File: config.mk
export PLATFORM = sky130hd
export DESIGN_NAME = uart_tx_param
export DESIGN_NICKNAME = d
export VERILOG_FILES = /design/src/rtl/uart_tx_param.sv
export SDC_FILE = /design/constraint.sdc
export NUM_CORES = 1
export LEC_CHECK = 0
export ABC_AREA = 1
export ABC_CLOCK_PERIOD_IN_PS = 4040
export BUFFER_PORTS_ARGS = -buffer_cell sky130_fd_sc_hd__buf_2
export CAP_MARGIN = 0
export CORE_MARGIN = 3
export CORE_UTILIZATION = 50
export CTS_BUF_LIST = sky130_fd_sc_hd__clkbuf_2
export DETAILED_ROUTE_END_ITERATION = 7
export PLACE_DENSITY = 0.68
export SKIP_LAST_GASP = 1
export SYNTH_ARGS = -nofsm -noshare
export SYNTH_HDL_FRONTEND = slang
export SYNTH_SLANG_ARGS = --single-unit
File: constraint.sdc
create_clock -name clk -period 4.04 [get_ports clk]
set_clock_uncertainty 0.1 [all_clocks]
set_input_delay 0.808 -clock clk [delete_from_list [all_inputs] [get_ports clk]]
set_output_delay 0.808 -clock clk [all_outputs]
set_load 0.01 [all_outputs]
File: src/rtl/uart_tx_param.sv
// Parametrised UART transmitter: start bit, DATA_BITS data bits (LSB first),
// optional parity and 1-2 stop bits. Define UART_TX_FIFO_EN to add an input FIFO.
module uart_tx_param #(
  parameter int CLK_DIV     = 1250,
  parameter int DATA_BITS   = 8,
  parameter int PARITY_MODE = 0,
  parameter int STOP_BITS   = 1,
  parameter int FIFO_AW     = 2
) (
  input  logic                 clk,
  input  logic                 rst_n,
  input  logic                 tx_valid,
  output logic                 tx_ready,
  input  logic [DATA_BITS-1:0] tx_data,
  output logic                 tx,
  output logic                 busy,
  output logic                 done
);

  if (CLK_DIV < 2 || CLK_DIV > 65535) begin : g_bad_clk_div
    $error("uart_tx_param: CLK_DIV must be in 2..65535");
  end
  if (DATA_BITS < 5 || DATA_BITS > 9) begin : g_bad_data_bits
    $error("uart_tx_param: DATA_BITS must be in 5..9");
  end
  if (PARITY_MODE < 0 || PARITY_MODE > 2) begin : g_bad_parity
    $error("uart_tx_param: PARITY_MODE must be 0, 1 or 2");
  end
  if (STOP_BITS < 1 || STOP_BITS > 2) begin : g_bad_stop_bits
    $error("uart_tx_param: STOP_BITS must be 1 or 2");
  end
  if (FIFO_AW < 1 || FIFO_AW > 16) begin : g_bad_fifo_aw
    $error("uart_tx_param: FIFO_AW must be in 1..16");
  end

  localparam int              CNT_W     = $clog2(CLK_DIV);
  localparam logic [CNT_W-1:0] CNT_LAST = CNT_W'(CLK_DIV - 1);
  localparam logic [CNT_W-1:0] CNT_ONE  = CNT_W'(1);
  localparam logic [3:0]      DATA_LAST = 4'(DATA_BITS - 1);
  localparam logic [3:0]      STOP_LAST = 4'(STOP_BITS - 1);

  typedef enum logic [2:0] {
    S_IDLE,
    S_START,
    S_DATA,
    S_PARITY,
    S_STOP
  } state_t;

  state_t               state_reg, state_next;
  logic [CNT_W-1:0]     cnt_reg, cnt_next;
  logic [3:0]           bit_reg, bit_next;
  logic [DATA_BITS-1:0] shift_reg, shift_next;
  logic                 par_reg, par_next;
  logic                 tx_reg, tx_next;
  logic                 done_reg, done_next;
  logic                 busy_reg, busy_next;
  logic                 bit_end;
  logic                 load;

  // Word source seen by the shifter; differs between FIFO and direct builds
  logic [DATA_BITS-1:0] src_data;
  logic                 idle_avail;
  logic                 pend_avail;
  logic                 pend_next;

`ifdef UART_TX_FIFO_EN
  localparam int               DEPTH    = 2 ** FIFO_AW;
  localparam logic [FIFO_AW:0] FULL_CNT = (FIFO_AW + 1)'(DEPTH);
  localparam logic [FIFO_AW:0] FCNT_ONE = (FIFO_AW + 1)'(1);
  localparam logic [FIFO_AW-1:0] PTR_ONE = FIFO_AW'(1);

  logic [DATA_BITS-1:0] fifo_mem [DEPTH];
  logic [FIFO_AW-1:0]   wr_ptr_reg, rd_ptr_reg;
  logic [FIFO_AW:0]     fifo_cnt_reg, fifo_cnt_next;
  logic                 fifo_empty, fifo_full, bypass, push, pop;

  assign fifo_empty = (fifo_cnt_reg == '0);
  assign fifo_full  = (fifo_cnt_reg == FULL_CNT);
  assign tx_ready   = !fifo_full;
  // An idle shifter with nothing queued takes the word straight from the port
  assign bypass     = (state_reg == S_IDLE) && fifo_empty;
  assign push       = tx_valid && tx_ready && !bypass;
  assign pop        = load && !fifo_empty;
  assign src_data   = fifo_empty ? tx_data : fifo_mem[rd_ptr_reg];
  assign idle_avail = !fifo_empty || tx_valid;
  assign pend_avail = !fifo_empty;
  assign pend_next  = (fifo_cnt_next != '0);

  always_comb begin
    fifo_cnt_next = fifo_cnt_reg;
    if (push && !pop) begin
      fifo_cnt_next = fifo_cnt_reg + FCNT_ONE;
    end else if (pop && !push) begin
      fifo_cnt_next = fifo_cnt_reg - FCNT_ONE;
    end
  end

  always_ff @(posedge clk) begin
    if (!rst_n) begin
      wr_ptr_reg   <= '0;
      rd_ptr_reg   <= '0;
      fifo_cnt_reg <= '0;
    end else begin
      if (push) wr_ptr_reg <= wr_ptr_reg + PTR_ONE;
      if (pop)  rd_ptr_reg <= rd_ptr_reg + PTR_ONE;
      fifo_cnt_reg <= fifo_cnt_next;
    end
  end

  always_ff @(posedge clk) begin
    if (push) fifo_mem[wr_ptr_reg] <= tx_data;
  end
`else
  assign tx_ready   = (state_reg == S_IDLE);
  assign src_data   = tx_data;
  assign idle_avail = tx_valid;
  assign pend_avail = 1'b0;
  assign pend_next  = 1'b0;
`endif

  assign bit_end = (cnt_reg == CNT_LAST);

  always_comb begin
    state_next = state_reg;
    cnt_next   = cnt_reg;
    bit_next   = bit_reg;
    shift_next = shift_reg;
    par_next   = par_reg;
    load       = 1'b0;

    if (state_reg != S_IDLE) begin
      cnt_next = bit_end ? '0 : cnt_reg + CNT_ONE;
    end

    case (state_reg)
      S_IDLE: begin
        if (idle_avail) begin
          load       = 1'b1;
          state_next = S_START;
          cnt_next   = '0;
          bit_next   = '0;
        end
      end
      S_START: begin
        if (bit_end) begin
          state_next = S_DATA;
          bit_next   = '0;
        end
      end
      S_DATA: begin
        if (bit_end) begin
          shift_next = shift_reg >> 1;
          if (bit_reg == DATA_LAST) begin
            bit_next   = '0;
            state_next = (PARITY_MODE != 0) ? S_PARITY : S_STOP;
          end else begin
            bit_next = bit_reg + 4'd1;
          end
        end
      end
      S_PARITY: begin
        if (bit_end) begin
          state_next = S_STOP;
          bit_next   = '0;
        end
      end
      S_STOP: begin
        if (bit_end) begin
          if (bit_reg == STOP_LAST) begin
            bit_next = '0;
            // A queued word starts on the very next cycle: no idle gap
            if (pend_avail) begin
              load       = 1'b1;
              state_next = S_START;
            end else begin
              state_next = S_IDLE;
            end
          end else begin
            bit_next = bit_reg + 4'd1;
          end
        end
      end
      default: begin
        state_next = S_IDLE;
        cnt_next   = '0;
        bit_next   = '0;
      end
    endcase

    if (load) begin
      shift_next = src_data;
      par_next   = (PARITY_MODE == 1) ? ~(^src_data) : (^src_data);
    end

    // Outputs are registered from the next-state view so they line up with it
    case (state_next)
      S_START:  tx_next = 1'b0;
      S_DATA:   tx_next = shift_next[0];
      S_PARITY: tx_next = par_next;
      default:  tx_next = 1'b1;
    endcase

    done_next = (state_next == S_STOP) && (cnt_next == CNT_LAST) &&
                (bit_next == STOP_LAST);
    busy_next = (state_next != S_IDLE) || pend_next;
  end

  always_ff @(posedge clk) begin
    if (!rst_n) begin
      state_reg <= S_IDLE;
      cnt_reg   <= '0;
      bit_reg   <= '0;
      shift_reg <= '0;
      par_reg   <= 1'b0;
      tx_reg    <= 1'b1;
      done_reg  <= 1'b0;
      busy_reg  <= 1'b0;
    end else begin
      state_reg <= state_next;
      cnt_reg   <= cnt_next;
      bit_reg   <= bit_next;
      shift_reg <= shift_next;
      par_reg   <= par_next;
      tx_reg    <= tx_next;
      done_reg  <= done_next;
      busy_reg  <= busy_next;
    end
  end

  assign tx   = tx_reg;
  assign done = done_reg;
  assign busy = busy_reg;

endmodule

# --- Word level (Yosys, flattened, before mapping) ---
# Cells that the tools add are included.
classes:
  n_mux: 26
  addsub: 2
  n_eq_ne: 11
  reduce_logical: 13
ops:
  columns: ["op", "n"]
  rows:
  - ["two-way mux 11 bit", 3]
  - ["two-way mux 4 bit", 6]
  - ["two-way mux 8 bit", 3]
  - ["== test 11 bit (second input constant)", 2]
  - ["one-hot mux 11 bit (2 select lines)", 1]
  - ["two-way mux 3 bit", 7]
  - ["one-hot mux 4 bit (4 select lines)", 1]
  - ["one-hot mux 3 bit (5 select lines)", 1]
  - ["== test 3 x 2 -> 1 bit (second input constant)", 4]
  - ["adder 11 x 1 -> 11 bit (second input constant)", 1]
  - ["logical NOT 4 bit", 2]
  - ["parity 8 bit", 1]
  - ["== test 3 x 1 -> 1 bit (second input constant)", 2]
  - ["== test 3 bit (second input constant)", 2]
  - ["nonzero test 3 bit", 2]
  - ["adder 4 x 1 -> 4 bit (second input constant)", 1]
  - ["== test 4 x 3 -> 1 bit (second input constant)", 1]
  - ["nonzero test 2 bit", 2]
  - ["OR reduction 4 bit", 1]
  - ["logical NOT 3 bit", 1]
  - ["two-way mux 1 bit", 3]
  - ["one-hot mux 1 bit (3 select lines)", 1]
  - ["logical AND 1 bit", 2]
  - ["AND reduction 2 bit", 1]
  - ["OR reduction 2 bit", 1]
word_totals:
  ff_bits: 30
  in_bits: 11
  elab_cells: 61
  out_inout_bits: 4

# --- Logic depth before layout (Yosys ltp) ---
depth:
  depth_word: 8
  ltp_mapped: 12
  mapped_depth_nobuf: 12

# --- Worst setup path before layout ---
# No wires, ideal clock.
synth_timing:
  kind: "register -> output"
  from: "reg state_reg[1]"
  to: "out tx_ready"
  arrival_ns: 0.820
  path_stages_with_launch: 5
  required_ns: 3.132
  path_slack_ns: 2.312
  path_buffers: 1
  cell_sequence: "dfxtp_1 > nor2_4 > nand2_4 > buf_6 > inv_1"
synth_between:
  elab_chain_cells: 1
synth_rtl:
  columns: ["element", "line_no", "text"]
  rows:
  - ["start, declared", "50", "state_t state_reg, state_next;"]
  - ["start signal, assigned", "220", "state_reg <= state_next;"]
  - ["logical NOT 3 bit", "115", "assign tx_ready = (state_reg == S_IDLE);"]
  - ["end, declared", "13", "output logic tx_ready,"]
# Every way passes these cells.

# --- Worst setup path after layout ---
# Ends and elaborated chain as after synthesis.

==> reports/qor.csv <==
stage;metric;value;unit
synthesis;Yosys top cell area share;31.2;%
floorplan;Die Wd;68.0;um
synthesis;Synth cell types;29;
final_layout;antenna cell count;0;
timing;post-route setup slack;1.78;ns
run_status;status;finished, final reports clean;
power;switching power;175;uW
floorplan;Die Ht;68.0;um
power;Gate power share;13.7;%
synthesis;Post-Syn Nets;319;
placed_design;PortBufs;14;
timing;Final min period;2.26;ns
power;Pwr Total;615;uW
synthesis;Yosys top cell by area;dfxtp_1;
power;Lkg Pwr;0.971;nW
synthesis;syn avg cell area;6.33;um2
critical_path;worst path cell trace;nor2_4 > nand2_4 > inv_1 > buf_2;
route;Post-route DRC;0;
critical_path;CP Data Arrival Time;1.35;ns
cts;hold_buf cts;0;
route;1st-iter DRT viols;123;
final_layout;max FFs per register;11;
timing;setup TNS;0;ns
grt;first-pass GRT wire length;7330;um
route;final wirelength;4360;um
placed_design;Place WS;2.01;ns
power;pwr dens;295;nW/um2
floorplan;core area;3520;um2
synthesis;Primary FF master, synth;dfxtp_1;
timing;Final Max Slew Viols;0;
timing;final hold vios;0;
power;worst vdd ir;0.000208;V
final_layout;fill count;366;
cts;number of setup buffers added after CTS;0;
cts;root buf cell;clkbuf_2;
cts;post-CTS sizing;0;
route;DRT Pass-1 Iters;5;
cts;Skew-Pair Late Insertion Delay;0.38;ns
cts;Num CTS Buffers;5;
final_layout;Non-Filler Instances;367;
synthesis;Ys Warns;0;
timing;Least-Margin Pin Slew;0.503;ns
synthesis;dominant cells by area after synthesis;dfxtp_1, nand2_1, nand3_1;
timing;Worst slew margin;66.3;%
timing;# setup viols final;0;
run;maxcap violations;0;
route;vias post-DR;1935;
critical_path;CP peak stage delay;0.52;ns
synthesis;async set-reset flop share out of synthesis;0;%
timing;RSZ-0062 raised after global routing;false;
cts;H-tree Lvls;2;
final_layout;Nets;335;
critical_path;Setup CP Type;reg2out;
power;sequential share of power;50.8;%
grt;GRT Util Overall;20.9;%
final_layout;fin util;59.1;%
floorplan;total die area;4630;um2
critical_path;Critical Path Start Type;flip-flop;
grt;vias in the first global route;1680;
route;Avg WL per Cell;11.9;um
cts;CTS tree;yes;
cts;Clock Tree Buf Depth;2;
route;Avg Vias per Cell;5.27;
synthesis;Synth Register Bits;30;
final_layout;synth-to-layout area growth;8.13;%
floorplan;Starting Density;54.7;%
synthesis;cell count after synthesis;304;
final_layout;commonest cells after routing, fill and taps aside;nand2_1, inv_1, nor2_1;
critical_path;CP required;3.13;ns
floorplan;Ports;15;
power;sw frac;28.5;%
final_layout;layout cells sized above 1;13.1;%
final_layout;commonest non-fill, non-tap cell in the layout;nand2_1;
grt;total grt overflow;0;
critical_path;Critical Path Sink Type;output port;
power;power share of the clock group;35.4;%
route;post-route ant nets;0;
synthesis;Post-synth EDFFs;0;
timing;FMAX;443;MHz
min_path;Hold Crit Class;reg2reg;
floorplan;FP Rows;21;
cts;CTS Sinks;30;
placed_design;detailed placement HPWL;3300;um
critical_path;slowest CP cell;dfxtp_1;
placed_design;RD Place Congestion;0.898;
grt;initial antenna violation count;0;
timing;period utilization;55.9;%
critical_path;maximum fanout along the worst path;15;
synthesis;synthesized area;1920;um2
grt;largest net degree at the start of global routing;18;
placed_design;Placed Cells incl. Taps;359;
power;Internal;440;uW
cts;Clock Pin Slew Worst Setup and Hold Paths;0.18;ns
synthesis;sequential area share after synthesis;31.2;%
[worst max-delay path: cells and delay by family (launching register included)]
kind,cells,cell delay [ns]
buffers and inverters,2,0.18
DFF,1,0.52
and+or+nand+nor,2,0.26
[final cells by class]
| type | count | area (um2) | share of cell area [%] |
|---|---|---|---|
| clock inverter | 3 | 40.0 | 1.92 |
| multi-input combinational | 224 | 1120 | 53.8 |
| tap | 46 | 57.6 | 2.77 |
| sequential | 30 | 601 | 28.9 |
| timing repair buffer | 14 | 70.1 | 3.37 |
| clock buffer | 5 | 25.0 | 1.20 |
| inverter | 45 | 169 | 8.12 |
[layer usage]
metal | track usage (%) | vias to the layer above | part of all wire [%]
li1 | - | 1008 | -
met1 | 27.8 | 868 | 49
met2 | 32.7 | 50 | 45
met3 | 3.94 | 9 | 4.2
met4 | 9.18 | 0 | 1.9
met5 | 0 | - | 0
[final timing paths]
check / startpoint / end / slack, ns / cells past startpoint
worst min-delay path: shift_reg[7]$_SDFFE_PN0P_ / shift_reg[7]$_SDFFE_PN0P_ / 0.38 / 2
worst max register to register: cnt_reg[0]$_SDFF_PN0_ / done$_SDFF_PN0_ / 2.01 / 9
worst max-delay path: state_reg[1]$_SDFF_PN0_ / tx_ready / 1.78 / 4
worst min register to register: shift_reg[7]$_SDFFE_PN0P_ / shift_reg[7]$_SDFFE_PN0P_ / 0.38 / 2
[stage by stage]
| stage | hold slack, ns | area [um2] |
|---|---|---|
| finish | 0.380 | 2080 |
| global route | 0.406 | 2080 |
| CTS | 0.376 | 2080 |
| detailed placement | 0.354 | 2020 |
| global placement | 0.349 | 2020 |
| floorplan | 0.340 | 1920 |
[cells in the mapped netlist (all sizes together), types with 4 or more instances]
cell type / number
nand2: 88
inv: 44
nor2: 41
nand3: 36
dfxtp: 30
o21ai: 19
a21oi: 12
nor3: 6
xnor2: 5
buf: 4
ha: 4
nand4: 4
[cells by family after synthesis]
kind of cell | Yosys count | share of synthesized area, %
AOI/OAI and AO/OA | 37 | 10.6
adders and majority gates | 4 | 2.60
and+or+nand+nor | 175 | 41.3
DFF | 30 | 31.2
buffers and inverters | 50 | 10.7
xor gates and xnor gates | 8 | 3.64
[power by group through the flow]
stage               combinational, mW  sequential [mW]  clock (mW)
CTS                            0.0849            0.312       0.219
finish                         0.0845            0.312       0.218
detailed placement             0.0843            0.318           0
global route                   0.0965            0.314       0.231
floorplan                      0.0627            0.319           0
global placement               0.0839            0.319           0
Power figures use the tool's default switching activity.
